--- src/rtl/alu_sequencer.sv ---
// Request/response sequencer that decodes an ALU op, drives an external combinational ALU
// for one cycle and holds the captured result until the consumer accepts it.
module alu_sequencer #(
    parameter int WIDTH = 32
) (
    input  logic             clk,
    input  logic             reset,
    input  logic             req_valid,
    output logic             req_ready,
    input  logic [1:0]       req_aluop,
    input  logic [5:0]       req_funct,
    input  logic [WIDTH-1:0] req_a,
    input  logic [WIDTH-1:0] req_b,
    output logic [2:0]       alu_ctrl,
    output logic [WIDTH-1:0] alu_a,
    output logic [WIDTH-1:0] alu_b,
    input  logic [WIDTH-1:0] alu_result,
    input  logic             alu_zero,
    output logic             resp_valid,
    input  logic             resp_ready,
    output logic [WIDTH-1:0] resp_result,
    output logic             resp_zero,
    output logic             resp_taken,
    output logic             resp_error,
    output logic [15:0]      op_count
);

    typedef enum logic [1:0] {IDLE, EXEC, RESP} state_t;

    state_t           state_q, state_d;
    logic [2:0]       alu_ctrl_q, alu_ctrl_d;
    logic [WIDTH-1:0] alu_a_q, alu_a_d;
    logic [WIDTH-1:0] alu_b_q, alu_b_d;
    logic             is_branch_q, is_branch_d;
    logic [WIDTH-1:0] resp_result_q, resp_result_d;
    logic             resp_zero_q, resp_zero_d;
    logic             resp_taken_q, resp_taken_d;
    logic             resp_error_q, resp_error_d;
    logic [15:0]      op_count_q, op_count_d;

    logic             dec_err;
    logic [2:0]       dec_ctrl;

    // Returns {error, alu control code}.
    function automatic logic [3:0] decode(input logic [1:0] aluop, input logic [5:0] funct);
        logic [3:0] r;
        r = 4'b1_000;
        case (aluop)
            2'b00: r = 4'b0_010;
            2'b01: r = 4'b0_110;
            2'b10: begin
                case (funct)
                    6'b100000: r = 4'b0_010;
                    6'b100010: r = 4'b0_110;
                    6'b100100: r = 4'b0_000;
                    6'b100101: r = 4'b0_001;
                    6'b101010: r = 4'b0_111;
                    default:   r = 4'b1_000;
                endcase
            end
            default: r = 4'b1_000;
        endcase
        return r;
    endfunction

    assign {dec_err, dec_ctrl} = decode(req_aluop, req_funct);

    always_comb begin
        state_d       = state_q;
        alu_ctrl_d    = alu_ctrl_q;
        alu_a_d       = alu_a_q;
        alu_b_d       = alu_b_q;
        is_branch_d   = is_branch_q;
        resp_result_d = resp_result_q;
        resp_zero_d   = resp_zero_q;
        resp_taken_d  = resp_taken_q;
        resp_error_d  = resp_error_q;
        op_count_d    = op_count_q;
        case (state_q)
            IDLE: begin
                if (req_valid) begin
                    if (dec_err) begin
                        // Illegal requests bypass the ALU and leave its inputs untouched.
                        state_d       = RESP;
                        resp_error_d  = 1'b1;
                        resp_result_d = '0;
                        resp_zero_d   = 1'b0;
                        resp_taken_d  = 1'b0;
                    end else begin
                        state_d     = EXEC;
                        alu_ctrl_d  = dec_ctrl;
                        alu_a_d     = req_a;
                        alu_b_d     = req_b;
                        is_branch_d = (req_aluop == 2'b01);
                    end
                end
            end
            EXEC: begin
                state_d       = RESP;
                resp_result_d = alu_result;
                resp_zero_d   = alu_zero;
                resp_taken_d  = is_branch_q & alu_zero;
                resp_error_d  = 1'b0;
            end
            RESP: begin
                if (resp_ready) begin
                    state_d    = IDLE;
                    op_count_d = op_count_q + 16'd1;
                end
            end
            default: state_d = IDLE;
        endcase
    end

    always_ff @(posedge clk or posedge reset) begin
        if (reset) begin
            state_q       <= IDLE;
            alu_ctrl_q    <= '0;
            alu_a_q       <= '0;
            alu_b_q       <= '0;
            is_branch_q   <= 1'b0;
            resp_result_q <= '0;
            resp_zero_q   <= 1'b0;
            resp_taken_q  <= 1'b0;
            resp_error_q  <= 1'b0;
            op_count_q    <= '0;
        end else begin
            state_q       <= state_d;
            alu_ctrl_q    <= alu_ctrl_d;
            alu_a_q       <= alu_a_d;
            alu_b_q       <= alu_b_d;
            is_branch_q   <= is_branch_d;
            resp_result_q <= resp_result_d;
            resp_zero_q   <= resp_zero_d;
            resp_taken_q  <= resp_taken_d;
            resp_error_q  <= resp_error_d;
            op_count_q    <= op_count_d;
        end
    end

    assign req_ready   = (state_q == IDLE);
    assign resp_valid  = (state_q == RESP);
    assign alu_ctrl    = alu_ctrl_q;
    assign alu_a       = alu_a_q;
    assign alu_b       = alu_b_q;
    assign resp_result = resp_result_q;
    assign resp_zero   = resp_zero_q;
    assign resp_taken  = resp_taken_q;
    assign resp_error  = resp_error_q;
    assign op_count    = op_count_q;

endmodule
--- config.mk ---
export PLATFORM = sky130hd
export DESIGN_NAME = alu_sequencer
export DESIGN_NICKNAME = d
export VERILOG_FILES = /design/src/rtl/alu_sequencer.sv
export SDC_FILE = /design/constraint.sdc
export NUM_CORES = 1
export LEC_CHECK = 0
export ABC_AREA = 1
export CORE_UTILIZATION = 30
export DETAILED_ROUTE_END_ITERATION = 10
export SYNTH_ARGS = -nofsm -noshare
export SYNTH_HDL_FRONTEND = slang
export SYNTH_SLANG_ARGS = --single-unit
--- constraint.sdc ---
create_clock -name clk -period 3.7 [get_ports clk]
set_input_delay 0.555 -clock clk [delete_from_list [all_inputs] [get_ports clk]]
set_output_delay 0.555 -clock clk [all_outputs]
set_load 0.01 [all_outputs]
# Word level (Yosys, flattened, before mapping)
# Index checks and enable logic that the tools add are counted.
[word_totals]
regBits = 121
latch_bits = 0
mem_bits_rw = 0
romBits = 0
inputBits = 109
out_inout_bits = 120
wordCells = 48
mem_count = 0
[op_classes]
addsub = 1
n_mul = 0
n_div = 0
magnitude_cmp = 0
eq_ne = 12
shifts = 0
mux = 16
bitwise = 2
n_reduce_logical = 7
[op_table]
columns = ["cell", "count"]
rows = [
  ["two-way mux 32 bit", 2],
  ["one-hot mux 32 bit (2 select lines)", 1],
  ["== test 6 bit (second input constant)", 5],
  ["one-hot mux 4 bit (5 select lines)", 1],
  ["adder 16 x 1 -> 16 bit (second input constant)", 1],
  ["one-hot mux 4 bit (3 select lines)", 1],
  ["two-way mux 2 bit", 3],
  ["one-hot mux 1 bit (2 select lines)", 3],
  ["one-hot mux 2 bit (3 select lines)", 1],
  ["AND reduction 3 bit", 2],
  ["== test 2 x 1 -> 1 bit (second input constant)", 2],
  ["== test 2 bit (second input constant)", 2],
  ["logical NOT 2 bit", 2],
  ["two-way mux 1 bit", 4],
  ["inequality test 2 x 1 -> 1 bit (second input constant)", 2],
  ["AND reduction 2 bit", 2],
  ["inequality test 2 bit (second input constant)", 1],
  ["nonzero test 2 bit", 1],
  ["AND 1 bit", 1],
  ["NOT 1 bit", 1],
]

# Logic depth before layout (Yosys ltp)
# Gate-level depths: netlist of run 1.
[logic_depth]
word_depth = 6
mapped_depth = 10
mapped_depth_nobuf = 9

# Least setup slack after synthesis of run 1
# No wires, ideal clock.
[synth_timing]
path_type = "input -> register"
startpoint = "input req_funct[5]"
endpoint = "register alu_a_q[28], in the netlist alu_a[28]"
setup_ps = 117
t_arrival_ps = 1448
setup_slack_ps = 2135
path_stages = 9
n_path_buf = 2
cell_sequence = "inv_1 > nor2_2 > nand3_1 > nand4_2 > nand3_2 > buf_6 > buf_6 > nand2_1 > nand2_1"
[synth_via]
elab_chain_len = 5
word_cells_on_any_way = 9
[synth_lines]
columns = ["item", "line", "rtl"]
rows = [
  ["start: declaration", "11", "input logic [5:0] req_funct,"],
  ["== test 6 bit", "52", "case (funct)"],
  ["one-hot mux 4 bit (5 select lines) *", "52", ""],
  ["one-hot mux 4 bit (3 select lines) *", "48", "case (aluop)"],
  ["NOT 1 bit (no source line) *", "-", ""],
  ["AND reduction 3 bit (no source line) *", "-", ""],
  ["end signal: assignment", "130", "alu_a_q <= alu_a_d;"],
  ["end: declaration", "32", "logic [WIDTH-1:0] alu_a_q, alu_a_d;"],
]
# Mark *: on every way between the ends. The rest lies on a longest branch, timed or not.
# A chain may end at the register's enable or synchronous reset.

# Worst setup path in the final report of run 1
[layout_timing]
startpoint = "input req_aluop[1]"
endpoint = "register alu_a_q[3], in the netlist alu_a[3]"
[layout_via]
elab_chain_len = 4
word_cells_on_any_way = 6
[layout_lines]
columns = ["item", "line", "rtl"]
rows = [
  ["start: declaration", "10", "input logic [1:0] req_aluop,"],
  ["== test 2 bit (tied with other cells)", "48", ""],
  ["one-hot mux 4 bit (3 select lines) *", "48", ""],
  ["NOT 1 bit (no source line) *", "-", ""],
  ["AND reduction 3 bit (no source line) *", "-", ""],
]
# Marked as above.

==> results.cfg, run 1 <==
[global_routing]
grt_max_degree = 122
first_global_vias = 4820
grt_usage = 0.176
grt_overflow = 0
antenna_found_initial = 0
grt_pass1_wl_mm = 24.3

[worst_hold_path]
worstHoldPathType = flop to flop

[die]
pin_count = 229
die_area_mm2 = 0.0177
core_mm2 = 0.0166
rows = 47
die_x_um = 133
die_y_um = 133
initial_core_util = 0.309

[logic_synthesis]
syn-num-nets = 677
yosysSeqAreaShare = 0.588
synth_cell_types = 25
syn_avg_cell_area_um2 = 9.08
synth-seq-cells = 121
netlist_instances = 567
syn_area_mm2 = 0.00515
synth-warning-count = 0

[power]
switching_share = 0.316
pwr_density_cell_mw_per_mm2 = 706
clockPowerShare = 0.280
finalPower_mw = 5.77
p_seq_frac = 0.367
combPwrFrac = 0.353
p_leak_nw = 3.87
p_int_mw = 3.95
ir_worst_vdd_mv = 0.317
p_switching_mw = 1.82

[timing]
worst_slew_pin_slew_ns = 0.734
min_period_ns = 2.49
setup_viol = 0
drv_slew = 0
grt_setup_unrepaired = false
tns_ns = 0
fmax_ghz = 0.401
hold_viol = 0
relSlewSlack = 0.511
finClkSkew_ns = 0.00806
min_period_over_period = 0.673

[route]
wire_per_inst_um = 14.9
routed_wl_mm = 15.1
first_pass_iters = 4
vias = 4799
antenna_left = 0
drc_errors = 0
drtIter0Drc = 182
routed_via_density = 4.72

[placed_design]
gp_congestion = 0.802
hpwl_mm = 10.4
numPortBuffers = 228

[layout]
n_antenna_cell = 0
finalNetCount = 893
drive_gt1_frac = 0.0716
area_delta_synth_final_pct = 58.8
final_core_util = 0.491

[clocking]
cts_made_buffers = 17
hold_buffers = 0
clockBufferDepth = 2
clockRootBuffer = clkbuf_16
cts_resized = 0
cts_tree = yes
cts.clk_slew.worst_paths_ns = 0.05
cts_sinks = 121
cts_setup_buffers = 0
h-tree-depth = 4
insertion_delay_ns = 0.42

[worst_setup_path]
critPathArrivalTime_ns = 2.84
critical_path_class = input pin to flop
crit_path_end_kind = flop
crit_path_start_kind = input pin
crit_path_max_fanout = 69
required_ns = 4.05

[outcome]
status = finished clean

[run]
cap_violations = 0
-- state kept, by name, indices dropped and copies added, names as in the netlist --
register and flops:
resp_error 1, resp_zero 1, alu_b 32, is_branch_q 1, resp_result 32, alu_ctrl 3, op_count 16, resp_taken 1
state_q 2, alu_a 32
-- layer usage --
| layer | GRT usage | vias up | share of wire |
|---|---|---|---|
| li1 | - | 2306 | - |
| met1 | 0.207 | 2299 | 0.42 |
| met2 | 0.293 | 169 | 0.49 |
| met3 | 0.0609 | 25 | 0.070 |
| met4 | 0.0734 | 0 | 0.020 |
| met5 | 0 | - | 0 |
-- cells by family (layout without fill, tap and decap cells) --
group	Yosys count	after routing	synth area share
DFF	121	121	0.588
buffers and inverters	60	289	0.0540
muxes	1	1	0.00219
and+or+nand+nor	363	363	0.322
adders and majority gates	1	1	0.00243
AOI/OAI and AO/OA	7	7	0.00778
xor gates and xnor gates	14	14	0.0238
-- cell usage in the layout, fill, tap and decap left out --
cell type        synthesis  routed
mux2_2                   1       1
clkbuf_8                 0       2
o21ai_0                  3       3
nand4_1                 72      72
nand3_1                 42      42
buf_12                   0       1
nor3_4                   1       1
nor2_1                  16      16
clkbuf_1                15       1
bufinv_16                0       2
nand2_1                223     222
inv_1                   16      15
nand2_2                  0       1
clkinv_4                 0       2
nand3_2                  2       2
nor2_2                   5       5
clkinvlp_4               0       4
xnor2_1                  6       6
xor2_1                   8       8
a21oi_1                  2       2
clkinv_2                 0       5
dfrtp_1                121     121
inv_2                    6       6
nand4_4                  0       1
buf_4                    5       6
nand3_4                  1       1
clkdlybuf4s50_1          0     228
o211ai_1                 1       1
a21boi_0                 1       1
clkbuf_16                0      17
ha_1                     1       1
-- stage by stage --
stage | setup WS, ns | std cells | hold slack (ns) | cell area [µm²]
2_1_floorplan | 1.66 | 567 | 0.443 | 5150
3_3_place_gp | 0.875 | 984 | 0.453 | 7590
3_5_place_dp | 0.784 | 984 | 0.461 | 7590
4_1_cts | 1.23 | 1016 | 0.473 | 8170
5_1_grt | 0.996 | 1016 | 0.489 | 8170
6_report | 1.21 | 1016 | 0.468 | 8170
-- worst max-delay path: stages --
cell and delay (ns):
clkdlybuf4s50_1 0.58, inv_2 0.06, nor2_2 0.17, nand4_4 0.45, nand3_2 0.17, buf_4 0.57
nand2_1 0.11, nand2_1 0.10
-- synthesized netlist by cell type, drive strengths merged --
cell	instances	area share
nand2	223	0.16
dfrtp	121	0.59
nand4	73	0.090
nand3	45	0.048
buf	23	0.027
inv	22	0.016
nor2	21	0.018
clkbuf	15	0.011
xor2	8	0.014
xnor2	6	0.010
o21ai	3	0.0029
a21oi	2	0.0019
a21boi	1	0.0015
ha	1	0.0024
mux2	1	0.0022
nor3	1	0.0032
o211ai	1	0.0015
-- power groups by stage --
stage / sequential (mW) / clock [mW] / combinational [mW]
global route: 2.18 / 1.70 / 2.22
detailed placement: 2.13 / 0 / 2.06
CTS: 2.13 / 1.65 / 2.07
finish: 2.12 / 1.62 / 2.04
floorplan: 2.30 / 0 / 0.597
global placement: 2.11 / 0 / 2.03
-- path summary, 6_finish.rpt --
check	from	endpoint	slack, ns	depth (start not counted)
hold reg to reg	alu_a[14]$_DFFE_PP0P_	alu_a[14]$_DFFE_PP0P_	0.47	2
setup reg to reg	state_q[1]$_DFFE_PP0P_	alu_a[3]$_DFFE_PP0P_	1.75	6
hold / removal	alu_a[14]$_DFFE_PP0P_	alu_a[14]$_DFFE_PP0P_	0.47	2
setup / recovery	req_aluop[1]	alu_a[3]$_DFFE_PP0P_	1.21	8
min in group asynchronous	reset	op_count[15]$_DFFE_PP0P_	0.68	3
max in group asynchronous	reset	resp_result[5]$_DFFE_PP0P_	2.54	3
-- cell type report --
| cell class | instances | area, µm² |
|---|---|---|
| flip-flops and latches | 121 | 3030 |
| repair buffers | 235 | 2350 |
| clock inverters | 12 | 125 |
| fillers | 1567 | 8470 |
| multi-input cells | 386 | 1850 |
| well taps | 220 | 275 |
| clock buffers | 20 | 457 |
| inverters | 22 | 86.3 |
No activity file was read; power rests on OpenSTA's default activity.
==> run 2: changes to the inputs <==
clock period = 2.41 ns   (was 3.7 ns; I/O delays follow)
==> run 2 against run 1 <==
  * Routed wire length is 1.5% lower
  * Final cell count hardly changed
  * Count of clock-buffer cells in the layout decreased by 2
  * Clock skew down 0.0019 ns
  * Combinational power rose by 54%
  * First-iteration DRC count is 13% higher
  * Non-clock buffer count rose by 2
  * Sequential cell count unchanged
==> results.cfg, run 2 (synthesized netlist as in run 1, its figures left out) <==
[clocking]
cts_sinks = 121
cts_resized = 0
hold_buffers = 0
clockRootBuffer = clkbuf_16
cts_made_buffers = 17
cts_tree = yes
clockBufferDepth = 2
cts_setup_buffers = 0
cts.clk_slew.worst_paths_ns = 0.06
h-tree-depth = 4
insertion_delay_ns = 0.41

[power]
switching_share = 0.315
pwr_density_cell_mw_per_mm2 = 1070
combPwrFrac = 0.359
p_seq_frac = 0.368
p_int_mw = 6.02
p_switching_mw = 2.77
clockPowerShare = 0.273
ir_worst_vdd_mv = 0.570
p_leak_nw = 3.88
finalPower_mw = 8.79

[layout]
area_delta_synth_final_pct = 59.3
final_core_util = 0.493
stdcell_count = 1017
layout_common_cells = 228 x clkdlybuf4s50_1, 222 x nand2_1, 121 x dfrtp_1, 72 x nand4_1, 42 x nand3_1
final_common_cell = clkdlybuf4s50_1
drive_gt1_frac = 0.0728
stdcell_area_mm2 = 0.00820
n_antenna_cell = 0
finalNetCount = 895

[die]
initial_core_util = 0.309
die_x_um = 133
rows = 47
die_area_mm2 = 0.0177
core_mm2 = 0.0166
pin_count = 229
die_y_um = 133

[timing]
grt_setup_unrepaired = false
hold_viol = 0
fmax_ghz = 0.495
setup_viol = 0
min_period_over_period = 0.839
worst_slew_pin_slew_ns = 0.639
holdWs_ns = 0.466
drv_slew = 0
tns_ns = 0
finClkSkew_ns = 0.00621
min_period_ns = 2.02
relSlewSlack = 0.574
setup_slack_ns = 0.388

[route]
wire_per_inst_um = 14.6
routed_via_density = 4.67
drc_errors = 0
first_pass_iters = 4
antenna_left = 0
vias = 4745
drtIter0Drc = 205
routed_wl_mm = 14.9

[global_routing]
grt_overflow = 0
use_met2 = 0.296
grt_pass1_wl_mm = 24.7
grt_usage = 0.178
grt_use_met3 = 0.0609
busiest_layer = met2
met1_usage = 0.214
antenna_found_initial = 0
grt_max_degree = 122
first_global_vias = 4871

[placed_design]
post_dp_cell_area_mm2 = 0.00764
numPortBuffers = 228
pre_cts_slack_ns = 0.314
hpwl_mm = 10.3
dp_cells = 986
gp_congestion = 0.808

[worst_setup_path]
worst_r2r_path_depth = 7
cp-startpoint = state_q[1]$_DFFE_PP0P_
regToRegEndpoint = op_count[12]$_DFFE_PP0P_
required_ns = 2.05
crit_path_max_fanout = 6
worstReg2RegStart = state_q[1]$_DFFE_PP0P_
critical_path_class = flop to output port
crit_path_end_kind = output port
critPathArrivalTime_ns = 1.66
crit_path_start_kind = flop
r2r_slack_ns = 0.75

[worst_hold_path]
worstHoldPathType = input pin to asynchronous set/reset pin

[run]
cap_violations = 0

[outcome]
status = finished clean
run 2: changes by cell type in the layout (fill, tap and decap cells not counted):
cell and delta:
buf_12 +3, buf_4 -1, clkbuf_8 -2, clkinv_2 +1, clkinv_4 -1, inv_6 +1
run 2: worst max-delay path, cell delays in order, from the launching register on:
cell             delay, ns
dfrtp_1               0.53
nand2_1               0.11
inv_1                 0.07
clkdlybuf4s50_1       0.54
run 2: layout make-up:
class	instances	area (µm²)
clock buffers	18	429
clock inverters	13	130
fillers	1524	8440
inverters	22	86.3
multi-input cells	386	1850
flip-flops and latches	121	3030
well taps	220	275
repair buffers	237	2400
run 2: power groups by stage:
stage / Sequential [mW] / Combinational, mW / Clock [mW]
3_5_place_dp: 3.26 / 3.20 / 0
5_1_grt: 3.33 / 3.43 / 2.56
3_3_place_gp: 3.24 / 3.15 / 0
2_1_floorplan: 3.53 / 0.916 / 0
6_report: 3.24 / 3.15 / 2.40
4_1_cts: 3.25 / 3.20 / 2.46
run 2: worst max path at each step:
stage / end / slack, ns / depth (start not counted)
after global placement: is_branch_q$_DFFE_PP0P_ / 0.37 / 8
after detailed placement: alu_a[13]$_DFFE_PP0P_ / 0.31 / 8
final: resp_valid / 0.39 / 3
after floorplan: alu_a[0]$_DFFE_PP0P_ / 0.57 / 1
after CTS: resp_valid / 0.36 / 3
after global routing: resp_valid / 0.32 / 3
run 2: per-layer routing:
metal | wire [µm] | share of wire
met1 | 6460 | 0.43
met2 | 7260 | 0.49
met3 | 1010 | 0.068
met4 | 172 | 0.012
met5 | 0 | 0
==> run 3: changes to the inputs <==
clock period = 1.8 ns   (was 2.41 ns; I/O delays follow)
==> run 3 against run 2 <==
  * Die area stayed put
  * Count of clock-buffer cells in the layout is 3 higher
  * Final cell count is 1.2% higher
  * Largest power group unchanged
  * Critical path type unchanged
  * First-iteration DRC count is 5.9% lower
  * Hold slack worse by 0.26 ns
  * Total power is 38% higher
  * Sequential share of layout area is 0.91 points lower
  * Routed wire length is 2.3% higher
  * Sequential power is 34% higher
  * Utilization is 1.3 points higher
  * Highest routed layer unchanged
==> results.cfg, run 3 (synthesized netlist as in run 1, its figures left out) <==
[timing]
finClkSkew_ns = 0.00446
fmax_ghz = 0.586
hold_viol = 0
min_period_ns = 1.71
tns_ns = 0
drv_slew = 0
holdWs_ns = 0.209
worst_slew_pin_slew_ns = 0.587
grt_setup_unrepaired = false
relSlewSlack = 0.608
min_period_over_period = 0.947
setup_viol = 0

[power]
finalPower_mw = 12.1
pwr_density_cell_mw_per_mm2 = 1440
p_leak_nw = 3.99
ir_worst_vdd_mv = 0.716

[route]
first_pass_iters = 6
vias = 4824
routed_wl_mm = 15.2
routed_via_density = 4.69
drtIter0Drc = 193
antenna_left = 0
wire_per_inst_um = 14.8
drc_errors = 0

[layout]
layout_common_cells = 226 x clkdlybuf4s50_1, 222 x nand2_1, 120 x dfrtp_1, 72 x nand4_1, 42 x nand3_1
drive_gt1_frac = 0.0878
area_delta_synth_final_pct = 63.4
n_fill_cell = 1512
final_core_util = 0.506
stdcell_count = 1029
final_common_cell = clkdlybuf4s50_1
n_antenna_cell = 0
finalNetCount = 906

[worst_setup_path]
slowest_delay_ns = 0.57
cp_cell_sequence = clkdlybuf4s50_1
crit_path_max_fanout = 5
slowest_stage = clkdlybuf4s50_1
path_buf_inv = 1
crit_path_end_kind = output port
critPathArrivalTime_ns = 1.44
crit_family = buffers and inverters
critical_path_class = flop to output port
required_ns = 1.53
crit_path_start_kind = flop

[placed_design]
dp_cells = 997
numPortBuffers = 228
gp_congestion = 0.828
hpwl_mm = 10.7

[die]
initial_core_util = 0.309
die_x_um = 133
rows = 47
die_area_mm2 = 0.0177
pin_count = 229
die_y_um = 133
core_mm2 = 0.0166

[clocking]
cts_tree = yes
hold_buffers = 0
cts.clk_slew.worst_paths_ns = 0.05
insertion_delay_ns = 0.41
clockRootBuffer = clkbuf_16
cts_sinks = 121
cts_made_buffers = 17
cts_setup_buffers = 0
cts_resized = 3
clockBufferDepth = 2
h-tree-depth = 4

[global_routing]
first_global_vias = 4849
grt_pass1_wl_mm = 24.9
grt_usage = 0.181
grt_overflow = 0
antenna_found_initial = 0
grt_max_degree = 69

[run]
cap_violations = 0

[worst_hold_path]
worstHoldPathType = input pin to asynchronous set/reset pin

[outcome]
status = finished clean
-- run 3: cell types whose count changed in the layout (fill, tap and decap cells not counted), sizes merged --
| cell | change |
|---|---|
| buf | +11 |
| bufinv | +1 |
| clkbuf | +3 |
| clkdlybuf4s50 | -2 |
| clkinv | -4 |
| clkinvlp | +1 |
| dlygate4sd2 | +2 |
-- run 3: report_power, final --
group	internal [mW]	switching, mW
Clock	2.28	1.20
Combinational	2.39	1.90
Sequential	3.70	0.639
-- run 3: area by class of cell --
cell class	instances	area, µm²	share of cell area
flip-flops and latches	121	3030	0.360
repair buffers	248	2550	0.304
multi-input cells	386	1850	0.220
clock buffers	21	470	0.0559
well taps	220	275	0.0327
clock inverters	11	144	0.0171
inverters	22	86.3	0.0103
-- run 3: routing by layer --
layer | up-vias | routed length [µm] | GRT usage
li1 | 2344 | - | -
met2 | 174 | 7210 | 0.292
met3 | 29 | 1220 | 0.0682
met1 | 2277 | 6500 | 0.216
met4 | 0 | 323 | 0.0741
met5 | - | 0 | 0
-- run 3: worst paths after layout --
kind	slack, ns	start	cells after the start	endpoint
max	0.09	op_count[8]$_DFFE_PP0P_	1	op_count[8]
min	0.21	reset	2	op_count[15]$_DFFE_PP0P_
max reg2reg	0.30	state_q[0]$_DFFE_PP0P_	8	op_count[14]$_DFFE_PP0P_
min reg2reg	0.47	alu_a[7]$_DFFE_PP0P_	2	alu_a[7]$_DFFE_PP0P_
max in group asynchronous	1.02	reset	3	alu_a[17]$_DFFE_PP0P_
min in group clk	0.40	alu_result[26]	3	resp_result[26]$_DFFE_PP0P_
-- run 3: through the flow --
step	instance area, µm²	setup WS [ns]
after floorplan	5150	0.0467
after global routing	8410	0.0325
after global placement	7800	-0.0779
final	8410	0.0949
after detailed placement	7800	-0.131
after CTS	8410	0.0685
